--- src/rtl/reset_sequencer.sv ---
// -----------------------------------------------------------------------------
// reset_sequencer
//
// Drives NUM_CH active-high channel resets from one synchronous master reset.
// After the master reset (or an accepted re-reset request) the affected
// channels stay in reset for HOLD_CYCLES edges and are then released one at a
// time, lowest index first, STAGGER_CYCLES edges apart.  STAGGER_CYCLES = 0
// releases every affected channel on the same edge.
//
// Ports:
//   clk        in   rising-edge clock
//   reset      in   synchronous active-high master reset (all channels)
//   trig       in   re-reset request, sampled every cycle
//   trig_mask  in   channels affected by trig (sampled with trig)
//   ch_reset   out  per-channel active-high reset
//   busy       out  a hold/release sequence is in progress
//   rel_done   out  one-cycle pulse on the edge that releases the last channel
//   dropped    out  one-cycle pulse when a trig arrives while busy
//   trig_count out  number of accepted trigs, saturating at all-ones
//
// All outputs come straight from flops; there is no input-to-output
// combinational path.
// -----------------------------------------------------------------------------
module reset_sequencer #(
  parameter int NUM_CH         = 4,
  parameter int HOLD_CYCLES    = 8,
  parameter int STAGGER_CYCLES = 2,
  parameter int CNT_W          = 8
) (
  input  logic              clk,
  input  logic              reset,
  input  logic              trig,
  input  logic [NUM_CH-1:0] trig_mask,
  output logic [NUM_CH-1:0] ch_reset,
  output logic              busy,
  output logic              rel_done,
  output logic              dropped,
  output logic [CNT_W-1:0]  trig_count
);

  localparam logic [1:0] ST_HOLD    = 2'd0;
  localparam logic [1:0] ST_RELEASE = 2'd1;
  localparam logic [1:0] ST_IDLE    = 2'd2;

  // Timer must reach max(HOLD_CYCLES, STAGGER_CYCLES) - 1.
  localparam int TMAX = (HOLD_CYCLES > STAGGER_CYCLES) ? HOLD_CYCLES : STAGGER_CYCLES;
  localparam int TW   = (TMAX < 1) ? 1 : $clog2(TMAX + 1);

  localparam logic [NUM_CH-1:0] ONE_CH   = NUM_CH'(1);
  localparam logic [TW-1:0]     ONE_T    = TW'(1);
  localparam logic [CNT_W-1:0]  ONE_CNT  = CNT_W'(1);
  localparam logic [TW-1:0]     HOLD_END = TW'(HOLD_CYCLES - 1);
  localparam logic [TW-1:0]     STAG_END = TW'(STAGGER_CYCLES - 1);

  logic [1:0]        state_q,    state_d;
  logic [NUM_CH-1:0] pend_q,     pend_d;      // channels still waiting for release
  logic [TW-1:0]     tmr_q,      tmr_d;
  logic [NUM_CH-1:0] ch_reset_q, ch_reset_d;
  logic              busy_q,     busy_d;
  logic              rel_done_q, rel_done_d;
  logic              dropped_q,  dropped_d;
  logic [CNT_W-1:0]  cnt_q,      cnt_d;

  logic [NUM_CH-1:0] lowest_s;
  logic [NUM_CH-1:0] rel_set_s;
  logic [NUM_CH-1:0] left_s;
  logic [CNT_W-1:0]  cnt_inc_s;

  // Lowest set bit of the pending mask (x & -x acts as the priority encoder),
  // the set of channels released on a release edge, and what remains after it.
  always_comb begin
    lowest_s = pend_q & (~pend_q + ONE_CH);
    if (STAGGER_CYCLES == 0) begin
      rel_set_s = pend_q;
    end else begin
      rel_set_s = lowest_s;
    end
    left_s = pend_q & ~rel_set_s;
  end

  // Saturating increment for the accepted-trig counter.
  always_comb begin
    if (&cnt_q) begin
      cnt_inc_s = cnt_q;
    end else begin
      cnt_inc_s = cnt_q + ONE_CNT;
    end
  end

  // Next-state logic for the hold / release / idle sequencer.
  always_comb begin
    state_d    = state_q;
    pend_d     = pend_q;
    tmr_d      = tmr_q;
    ch_reset_d = ch_reset_q;
    busy_d     = busy_q;
    rel_done_d = 1'b0;
    cnt_d      = cnt_q;

    // A request while a sequence is running is rejected and flagged.
    if (trig && busy_q) begin
      dropped_d = 1'b1;
    end else begin
      dropped_d = 1'b0;
    end

    case (state_q)
      ST_HOLD, ST_RELEASE: begin
        if ((state_q == ST_HOLD && tmr_q == HOLD_END) ||
            (state_q == ST_RELEASE && tmr_q == STAG_END)) begin
          ch_reset_d = ch_reset_q & ~rel_set_s;
          pend_d     = left_s;
          tmr_d      = '0;
          if (left_s == '0) begin
            state_d    = ST_IDLE;
            busy_d     = 1'b0;
            rel_done_d = 1'b1;
          end else begin
            state_d    = ST_RELEASE;
          end
        end else begin
          tmr_d = tmr_q + ONE_T;
        end
      end
      ST_IDLE: begin
        // An empty mask is not a request at all.
        if (trig && (trig_mask != '0)) begin
          ch_reset_d = ch_reset_q | trig_mask;
          pend_d     = trig_mask;
          tmr_d      = '0;
          busy_d     = 1'b1;
          cnt_d      = cnt_inc_s;
          state_d    = ST_HOLD;
        end else begin
          state_d    = ST_IDLE;
        end
      end
      default: begin
        // Unreachable encoding: fall back to a full all-channel sequence.
        state_d    = ST_HOLD;
        pend_d     = '1;
        tmr_d      = '0;
        ch_reset_d = '1;
        busy_d     = 1'b1;
      end
    endcase
  end

  // State and output registers; master reset restarts a full sequence.
  always_ff @(posedge clk) begin
    if (reset) begin
      state_q    <= ST_HOLD;
      pend_q     <= '1;
      tmr_q      <= '0;
      ch_reset_q <= '1;
      busy_q     <= 1'b1;
      rel_done_q <= 1'b0;
      dropped_q  <= 1'b0;
      cnt_q      <= '0;
    end else begin
      state_q    <= state_d;
      pend_q     <= pend_d;
      tmr_q      <= tmr_d;
      ch_reset_q <= ch_reset_d;
      busy_q     <= busy_d;
      rel_done_q <= rel_done_d;
      dropped_q  <= dropped_d;
      cnt_q      <= cnt_d;
    end
  end

  assign ch_reset   = ch_reset_q;
  assign busy       = busy_q;
  assign rel_done   = rel_done_q;
  assign dropped    = dropped_q;
  assign trig_count = cnt_q;

endmodule
--- config.mk ---
export PLATFORM = sky130hd
export DESIGN_NAME = reset_sequencer
export DESIGN_NICKNAME = d
export VERILOG_FILES = /design/src/rtl/reset_sequencer.sv
export SDC_FILE = /design/constraint.sdc
export NUM_CORES = 1
export LEC_CHECK = 0
export CAP_MARGIN = 25
export CORE_MARGIN = 2
export CORE_UTILIZATION = 53
export CTS_BUF_LIST = sky130_fd_sc_hd__clkbuf_8
export DETAILED_ROUTE_END_ITERATION = 6
export PLACE_DENSITY = 0.9
export SLEW_MARGIN = 5
export SYNTH_ARGS = -nofsm -noshare
export SYNTH_HDL_FRONTEND = slang
export SYNTH_SLANG_ARGS = --single-unit
--- constraint.sdc ---
create_clock -name clk -period 2.3 [get_ports clk]
set_input_delay 0.575 -clock clk [delete_from_list [all_inputs] [get_ports clk]]
set_output_delay 0.575 -clock clk [all_outputs]
set_load 0.005 [all_outputs]
* Yosys cells after proc, flatten, opt, wreduce, memory -nomap -nowiden
Cells that the tools add are included.
W data, S select, Z words.
** Cells by class
- Add/subtract/negate cells :: 3
- $mul :: 0
- Div/mod/pow operators :: 0
- Magnitude comparators :: 0
- Eq/ne operators :: 7
- Shifts and indexed selects :: 0
- Mux-type cells :: 19
- Bitwise operators :: 9
- Reductions and logical operators :: 14
** Operators with widths (count)
- $mux W4 :: 6
- $pmux W4 S2 :: 3
- $and A4 B4 Y4 :: 3
- $add A4 B1 Y4 const B :: 2
- $add A8 B1 Y8 const B :: 1
- $not A4 Y4 :: 2
- $reduce_and A8 Y1 :: 1
- $mux W2 :: 3
- $ne A2 B2 Y1 const B :: 3
- $reduce_and A3 Y1 :: 2
- $mux W1 :: 5
- $eq A4 B1 Y1 const B :: 1
- $eq A4 B3 Y1 const B :: 1
- $logic_and A1 B1 Y1 :: 4
- $logic_not A4 Y1 :: 1
- $or A4 B4 Y4 :: 1
- $pmux W2 S2 :: 1
- $reduce_bool A4 Y1 :: 1
- $not A1 Y1 :: 3
- $reduce_or A3 Y1 :: 1
- $eq A2 B1 Y1 const B :: 1
- $eq A2 B2 Y1 const B :: 1
- $logic_not A2 Y1 :: 1
- $pmux W1 S2 :: 1
- other kinds (3) :: 3
** Word-level totals
- Bits in registers :: 25
- Latch bits :: 0
- Memory bits (writable) :: 0
- Memory bits (read-only) :: 0
- Memories :: 0

* Depth between registers and ports, before layout
Gate-level depths: netlist of run 1.
- Word-level depth :: 9
- Depth in mapped cells :: 6
- Gate-level depth less buffers :: 6

* Worst setup path after synthesis of run 1
OpenSTA, ideal clock, no wires.
- Kind :: input -> register
- From :: input trig_mask[0]
- To :: register cnt_q[2] (netlist: trig_count[2])
- Setup time :: 0.121 ns
- Arrival :: 1.700 ns
- Required time :: 2.179 ns
- Slack :: 0.478 ns
- Cell stages on the path :: 4
- Buffers on the path :: 0
- Cell sequence :: o41a_2 -> and2_4 -> and3_4 -> mux2_4
** Between the ends
- Cells in the longest elaborated chain, start to end :: 3
** RTL lines
- start: declaration :: RTL line 33 : input logic [NUM_CH-1:0] trig_mask,
- $reduce_bool A4 Y1 :: RTL line 127 : if (trig && (trig_mask != '0)) begin
- $logic_and A1 B1 Y1 :: RTL line 127
- $reduce_and A3 Y1 (no line)
- end signal: assignment :: RTL line 168 : cnt_q <= cnt_d;
- end: declaration :: RTL line 62 : logic [CNT_W-1:0] cnt_q, cnt_d;
No other way between the ends.
A chain may end at the register's enable or synchronous reset.

* Final worst setup path of run 1
- From :: input trig_mask[0]
- To :: register tmr_q[2]
** Between the ends
- Cells in the longest elaborated chain, start to end :: 3
** RTL lines
- $reduce_bool A4 Y1 :: RTL line 127
- $logic_and A1 B1 Y1 :: RTL line 127
- $ne A2 B2 Y1 (no line)
- end signal: assignment :: RTL line 163 : tmr_q <= tmr_d;
- end: declaration :: RTL line 57 : logic [TW-1:0] tmr_q, tmr_d;
No other way between the ends.

==> out/metrics.cfg, run 1 <==
[synth]
muxShareOfSynthArea_pct = 2.04
synth_flop_cell = dfxtp_1
synth_compound_area_share_pct = 23.0
synth_fa_ha_area_share_pct = 3.06
synthTopCellsByCount = 25 x dfxtp_1, 12 x a21oi_1, 9 x nor2_1, 9 x o21ai_0, 8 x nor3_1
synth-seq-cells = 25
synth.area.top_cells = dfxtp_1 41%, a21oi_1 4.9%, o21ai_0 3.7%
synth_top_family_by_area = simple AND/OR/NAND/NOR gates
synthCells = 138
seq_area_frac_synth_pct = 40.8
synth-xor-area-share_pct = 2.14
yosysWarnings = 0
synth.most_common_cell = dfxtp_1
yosysUniqueCellTypes = 43
synth_top_area_share_pct = 40.8
avgSynthCellArea_um2 = 8.89
syn-num-nets = 148
synthSimpleGateAreaFrac_pct = 24.1
postSynth.asyncResetShare_pct = 0
synthDominantAreaCellType = dfxtp_1
synth_area_mm2 = 0.00123
synth_edf_count = 0

[clock_tree]
clkLatencyLatePin_ns = 0.27
cts_buffer_depth = 2
clk_pin_slew_worst_paths_ns = 0.08
cts_tree = built
cts.sinks = 25
post_cts.repair.setup_buffers = 0
cts_made_buffers = 3
cts-root-buf = clkbuf_8
htree_levels = 1
ctsHoldBuffers = 0

[grt]
grt_use_met2_pct = 34.4
top_usage_layer = met2
grt_use_met1_pct = 30.3
grt.overflow.total = 0
gr-usage-met3_pct = 4.02
grt_pass1_vias = 1071
grt_antenna_before_repair = 0
grt_max_degree = 14
grt_pass1_wl_um = 4620
track_usage_pct = 22.6

[pwr]
p_leak_nw = 0.562
vdd_drop_max_uv = 477
powerDensity_mw_per_mm2 = 495

[cells_and_area]
antenna_cells = 0
fin_nets = 174
drive_gt1_share_pct = 10.4
postLayoutCoreUtil_pct = 69.6
fillers = 162
area_growth_pct = 24.3

[sta]
relSlewSlack_pct = 71.9
skew_ns = 0.00348
timing.fmax_ghz = 0.482
hold_viol_final = 0
slew_viol_final = 0
tightest_slew_ns = 0.420
fin_crit_ns = 2.07
fin_setup_tns_ns = 0
fin_crit_sh_pct = 90.2
setup-violations-final = 0
layout_setup_ws_ns = 0.226
rsz0062_at_grt = false
whs_ns = 0.475

[worst_setup_path]
critPathKind = input pin to flip-flop
reg2reg_depth = 4
cp_max_fo = 8
cp-end-kind = flip-flop
arrival_ns = 2.26
crit_path_start_kind = input pin
required_ns = 2.49

[floorplanning]
core-area_mm2 = 0.00219
pin_count = 22
rows = 17
die-area_mm2 = 0.00272
fp.dieH_um = 52.1
chipWidth_um = 52.1
start_util_pct = 56.0

[route]
dr.pass1.iters = 4
ant_nets = 0
routed_via_density = 6.13
drt_iter0_drc = 34
remaining_drc_errors = 0
wl_um = 2700
vias = 1171
wl_per_cell_um = 14.1

[run_status]
outcome = finished clean

[place]
dp_hpwl_um = 1940
post-place-ws_ns = -0.0767
io_buffers = 21
place_congestion = 0.883

[flow_run]
maxCapViolCount = 0

[min_path]
min_delay_path_depth = 2
hp-class = flip-flop to flip-flop

## routing by layer
layer	routed length (um)	vias to the layer above	part of all wire, %
li1	-	566	-
met1	1270	556	47
met2	1230	43	46
met3	160	6	5.9
met4	41	0	1.5
met5	0	-	0
## path summary, 6_finish.rpt
check,startpoint,end,slack (ns)
worst min register to register,ch_reset[2],ch_reset[2],0.47
worst max register to register,state_q[1],trig_count[7],0.43
worst min-delay path,ch_reset[2],ch_reset[2],0.47
worst max-delay path,trig_mask[0],tmr_q[2],0.23
## through the flow
stage | total power [mW] | instances | instance area (um^2)
CTS | 0.757 | 191 | 1520
finish | 0.756 | 191 | 1530
detailed placement | 0.511 | 187 | 1480
floorplan | 0.484 | 138 | 1230
global route | 0.780 | 191 | 1530
global placement | 0.509 | 187 | 1480
## where the power goes
group / internal, mW / switching (mW) / leakage (nW)
Combinational: 0.0307 / 0.0260 / 0.332
Sequential: 0.439 / 0.00712 / 0.203
Clock: 0.119 / 0.133 / 0.0269
Total: 0.589 / 0.166 / 0.562
## kinds of logic after synthesis
kind of cell,after synthesis
xor gates and xnor gates,3
adders and majority gates,3
AOI/OAI and AO/OA,43
buffers and inverters,12
DFF,25
muxes,2
and+or+nand+nor,50
## area by class of cell
type,instances,area [um^2],area share (%)
multi-input combinational,101,671,44.0
sequential,25,500,32.8
timing repair buffer,26,248,16.2
clock buffer,3,41.3,2.71
tap,28,35.0,2.30
inverter,7,26.3,1.72
clock inverter,1,3.75,0.246
## timing repair
action / CTS / global route
hold endpoints to repair: 0 / 0
endpoints found under the setup margin: 0 / 3
gates resized for setup: 0 / 1
## state kept, by name, indices dropped and copies added, names as in the netlist
name / flops
busy: 1
ch_reset: 4
dropped: 1
pend_q: 4
rel_done: 1
state_q: 2
tmr_q: 4
trig_count: 8
## critical path: stages
cell and delay [ns]:
clkdlybuf4s50_1 0.43, o41a_2 0.57, o21ai_0 0.29, o21ai_2 0.19, nor3_1 0.21
## layout by cell type, fill, tap and decap left out, types with 2 or more instances in the layout
cell and count:
a211oi_1 2, a21o_1 3, a21oi_1 12, a31oi_1 4, and2_1 2, and4_4 2, buf_4 5, clkbuf_8 3
clkdlybuf4s50_1 21, dfxtp_1 25, ha_1 3, inv_1 8, nand2_1 4, nand2b_1 2, nand3_1 5, nand3b_1 3
nor2_1 9, nor2b_1 5, nor3_1 8, o2111ai_1 2, o21ai_0 9, o41ai_1 2, or4_1 2, xor2_1 2
(Power assumes the default switching activity.)
==> run 2, diff against run 1 <==
--- a/config.mk
+++ b/config.mk
@@ -5,12 +5,13 @@
 export SDC_FILE = /design/constraint.sdc
 export NUM_CORES = 1
 export LEC_CHECK = 0
-export CAP_MARGIN = 25
+export ABC_AREA = 1
+export CAP_MARGIN = 15
 export CORE_MARGIN = 2
-export CORE_UTILIZATION = 53
+export CORE_UTILIZATION = 55
 export CTS_BUF_LIST = sky130_fd_sc_hd__clkbuf_8
 export DETAILED_ROUTE_END_ITERATION = 6
-export PLACE_DENSITY = 0.9
+export PLACE_DENSITY = 0.92
 export SLEW_MARGIN = 5
 export SYNTH_ARGS = -nofsm -noshare
 export SYNTH_HDL_FRONTEND = slang
==> run 2 against run 1 <==
Effect of this change:
- fmax up 15%
- synthesized cell count rose by 39%
- die area increased by 5.8%
- clock skew grew 0.0014 ns
- count of clock-buffer cells in the layout unchanged
- clock power is essentially flat
- sequential share of layout area down 1.6 points
- via count up 6.5%
==> out/metrics.cfg, run 2 <==
[clock_tree]
cts.sinks = 25  ; unchanged
clkLatencyLatePin_ns = 0.26  ; was 0.27 ns
ctsHoldBuffers = 0  ; unchanged
clk_pin_slew_worst_paths_ns = 0.09  ; was 0.08 ns
cts_made_buffers = 3  ; unchanged
cts_tree = built  ; unchanged
cts_resized = 0  ; unchanged
post_cts.repair.setup_buffers = 0  ; unchanged
htree_levels = 1  ; unchanged
cts-root-buf = clkbuf_8  ; unchanged
cts_buffer_depth = 2  ; unchanged

[worst_setup_path]
crit_cells = 8  ; was 5
r2r_slack_ns = 0.68  ; was 0.43 ns
crit_path_end = trig_count[6]  ; was tmr_q[2]
rr_endpoint = trig_count[6]  ; was trig_count[7]
critPathTopFamily = simple AND/OR/NAND/NOR gates  ; was compound AO/OA/AOI/OAI gates
max_stage_delay_ns = 0.49  ; was 0.57 ns
cp-end-kind = flip-flop  ; unchanged
cp_cell_sequence = clkdlybuf4s50_1 > nor2_1 > nand2_1 > nand3_4 > nor2_2 > nand3_1 > nand2_1 > nor2_1  ; was clkdlybuf4s50_1 > o41a_2 > o21ai_0 > o21ai_2 > nor3_1
critPathKind = input pin to flip-flop  ; unchanged
rr_startpoint = state_q[1]  ; unchanged
cp_max_fo = 11  ; was 8
worst-path-buf-inv = 1  ; unchanged
required_ns = 2.47  ; was 2.49 ns
arrival_ns = 1.98  ; was 2.26 ns
crit_path_start_kind = input pin  ; unchanged
crit_start = trig_mask[2]  ; was trig_mask[0]
cp_slowest_cell = clkdlybuf4s50_1  ; was o41a_2
reg2reg_depth = 7  ; was 4

[cells_and_area]
postLayoutCoreUtil_pct = 70.4  ; was 69.6%
area_growth_pct = 18.4  ; was 24.3%
fin_nets = 223  ; was 174
layout_common_cells = 52 x nand2_1, 25 x dfxtp_1, 24 x nor2_1, 21 x clkdlybuf4s50_1, 19 x nand3_1  ; was 25 x dfxtp_1, 21 x clkdlybuf4s50_1, 12 x a21oi_1, 9 x o21ai_0, 9 x nor2_1
final_common_cell = nand2_1  ; was dfxtp_1
largest_reg_flops = 8  ; unchanged
drive_gt1_share_pct = 10.4  ; about the same
antenna_cells = 0  ; unchanged
fillers = 178  ; was 162

[floorplanning]
start_util_pct = 59.5  ; was 56.0%
core-area_mm2 = 0.00228  ; was 0.00219 mm^2
pin_count = 22  ; unchanged
rows = 17  ; unchanged
die-area_mm2 = 0.00287  ; was 0.00272 mm^2
fp.dieH_um = 53.6  ; was 52.1 um
chipWidth_um = 53.6  ; was 52.1 um

[synth]
synthTopCellsByCount = 52 x nand2_1, 25 x dfxtp_1, 24 x nor2_1  ; was 25 x dfxtp_1, 12 x a21oi_1, 9 x nor2_1, 9 x o21ai_0, 8 x nor3_1
yosysUniqueCellTypes = 27  ; was 43
synth_top_area_share_pct = 37.0  ; was 40.8%
synth_flop_cell = dfxtp_1  ; unchanged
synth_edf_count = 0  ; unchanged
synth-seq-cells = 25  ; unchanged
syn-num-nets = 202  ; was 148
synth_area_mm2 = 0.00135  ; was 0.00123 mm^2
synth.most_common_cell = nand2_1  ; was dfxtp_1
synth.area.top_cells = dfxtp_1 37%, nand2_1 14%, nand3_1 7.0%  ; was dfxtp_1 41%, a21oi_1 4.9%, o21ai_0 3.7%
postSynth.asyncResetShare_pct = 0  ; unchanged
yosysWarnings = 0  ; unchanged
synthDominantAreaCellType = dfxtp_1  ; unchanged
synthCells = 192  ; was 138
seq_area_frac_synth_pct = 37.0  ; was 40.8%
avgSynthCellArea_um2 = 7.05  ; was 8.89 um^2

[sta]
hold_viol_final = 0  ; unchanged
fin_crit_sh_pct = 78.7  ; was 90.2%
timing.fmax_ghz = 0.553  ; was 0.482 GHz
rsz0062_at_grt = false  ; unchanged
relSlewSlack_pct = 68.8  ; was 71.9%
skew_ns = 0.00488  ; was 0.00348 ns
setup-violations-final = 0  ; unchanged
tightest_slew_ns = 0.468  ; was 0.420 ns
fin_crit_ns = 1.81  ; was 2.07 ns
slew_viol_final = 0  ; unchanged
fin_setup_tns_ns = 0  ; unchanged

[pwr]
intPower_mw = 0.688  ; was 0.589 mW
p_leak_nw = 0.665  ; was 0.562 nW
clockPowerShare_pct = 25.4  ; was 33.4%
vdd_drop_max_uv = 396  ; was 477 uV
sequentialPowerShare_pct = 52.2  ; was 59.1%
combPwrFrac_pct = 22.5  ; was 7.5%
switchingPower_mw = 0.301  ; was 0.166 mW
powerDensity_mw_per_mm2 = 617  ; was 495 mW/mm^2
p_sw_share_pct = 30.5  ; was 22.0%

[route]
ant_nets = 0  ; unchanged
remaining_drc_errors = 0  ; unchanged
drt_iter0_drc = 33  ; was 34
vias = 1247  ; was 1171
routed_via_density = 5.20  ; was 6.13
wl_um = 2690  ; was 2700 um
wl_per_cell_um = 11.2  ; was 14.1 um
dr.pass1.iters = 4  ; unchanged

[place]
dp_hpwl_um = 1910  ; was 1940 um
io_buffers = 21  ; unchanged
place_congestion = 0.818  ; was 0.883

[flow_run]
maxCapViolCount = 0  ; unchanged

[grt]
grt_pass1_vias = 1086  ; was 1071
track_usage_pct = 21.1  ; was 22.6%
grt_max_degree = 16  ; was 14
grt.overflow.total = 0  ; unchanged
grt_antenna_before_repair = 0  ; unchanged
grt_pass1_wl_um = 4460  ; was 4620 um

[run_status]
outcome = finished clean  ; unchanged

[min_path]
hp-class = flip-flop to flip-flop  ; unchanged

[run 2: changes by cell type in the layout (fill, tap and decap cells not counted), sizes merged, moves of 4 or more]
cell | previous run | this run
nand3 | 5 | 21
nand2 | 4 | 59
nor3 | 8 | 2
buf | 5 | 1
nor2 | 9 | 25
nor2b | 5 | 0
nand4 | 1 | 5
inv | 8 | 18
[run 2: worst min-delay path by stage]
stage	slack, ns	startpoint	depth (start not counted)	end
2_1_floorplan	0.44	busy	2	dropped
4_1_cts	0.46	busy	2	dropped
3_3_place_gp	0.43	busy	2	dropped
5_1_grt	0.47	ch_reset[1]	2	ch_reset[1]
3_5_place_dp	0.45	ch_reset[2]	2	ch_reset[2]
6_report	0.46	busy	2	dropped
[run 2: per-layer routing]
layer / routed length [um] / part of all wire, % / up-vias / GRT usage [%]
li1: - / - / 657 / -
met1: 1320 / 49 / 556 / 27.8
met2: 1240 / 46 / 32 / 34.4
met3: 105 / 3.9 / 2 / 1.67
met4: 28 / 1.0 / 0 / 11.1
met5: 0 / 0 / - / 0
[run 2: power by group through the flow]
stage	combinational [mW]	clock, mW	sequential (mW)
detailed placement	0.221	0	0.525
floorplan	0.168	0	0.518
finish	0.223	0.251	0.516
CTS	0.224	0.257	0.515
global route	0.264	0.272	0.524
global placement	0.217	0	0.524
[run 2: kinds of logic after synthesis]
kind of cell,synth area share (%)
AOI/OAI and AO/OA,9.43
and+or+nand+nor,41.2
DFF,37.0
adders and majority gates,2.77
buffers and inverters,8.96
xor gates and xnor gates,0.647
[run 2: final cells by class]
class | count | area (um^2) | share of cell area (%)
well taps | 28 | 35.0 | 2.19
clock buffers | 3 | 41.3 | 2.58
inverters | 18 | 72.6 | 4.53
multi-input cells | 143 | 732 | 45.7
clock inverters | 1 | 3.75 | 0.234
repair buffers | 22 | 218 | 13.6
flip-flops and latches | 25 | 500 | 31.2
[run 2: worst register-to-register path: cells and delay by family, from the launching register on]
family        cells  cell delay (ns)
simple gates      6             0.86
flops             1             0.58
buf+inv           1             0.09
[run 2: per-stage QoR]
step / setup WS [ns] / cells / power [mW] / hold WS [ns] / cell area, um^2
6_report: 0.491 / 240 / 0.990 / 0.455 / 1600
2_1_floorplan: 0.853 / 192 / 0.686 / 0.439 / 1350
3_3_place_gp: 0.288 / 236 / 0.742 / 0.432 / 1560
4_1_cts: 0.496 / 240 / 0.996 / 0.462 / 1600
3_5_place_dp: 0.217 / 236 / 0.746 / 0.451 / 1560
5_1_grt: 0.350 / 240 / 1.06 / 0.474 / 1600
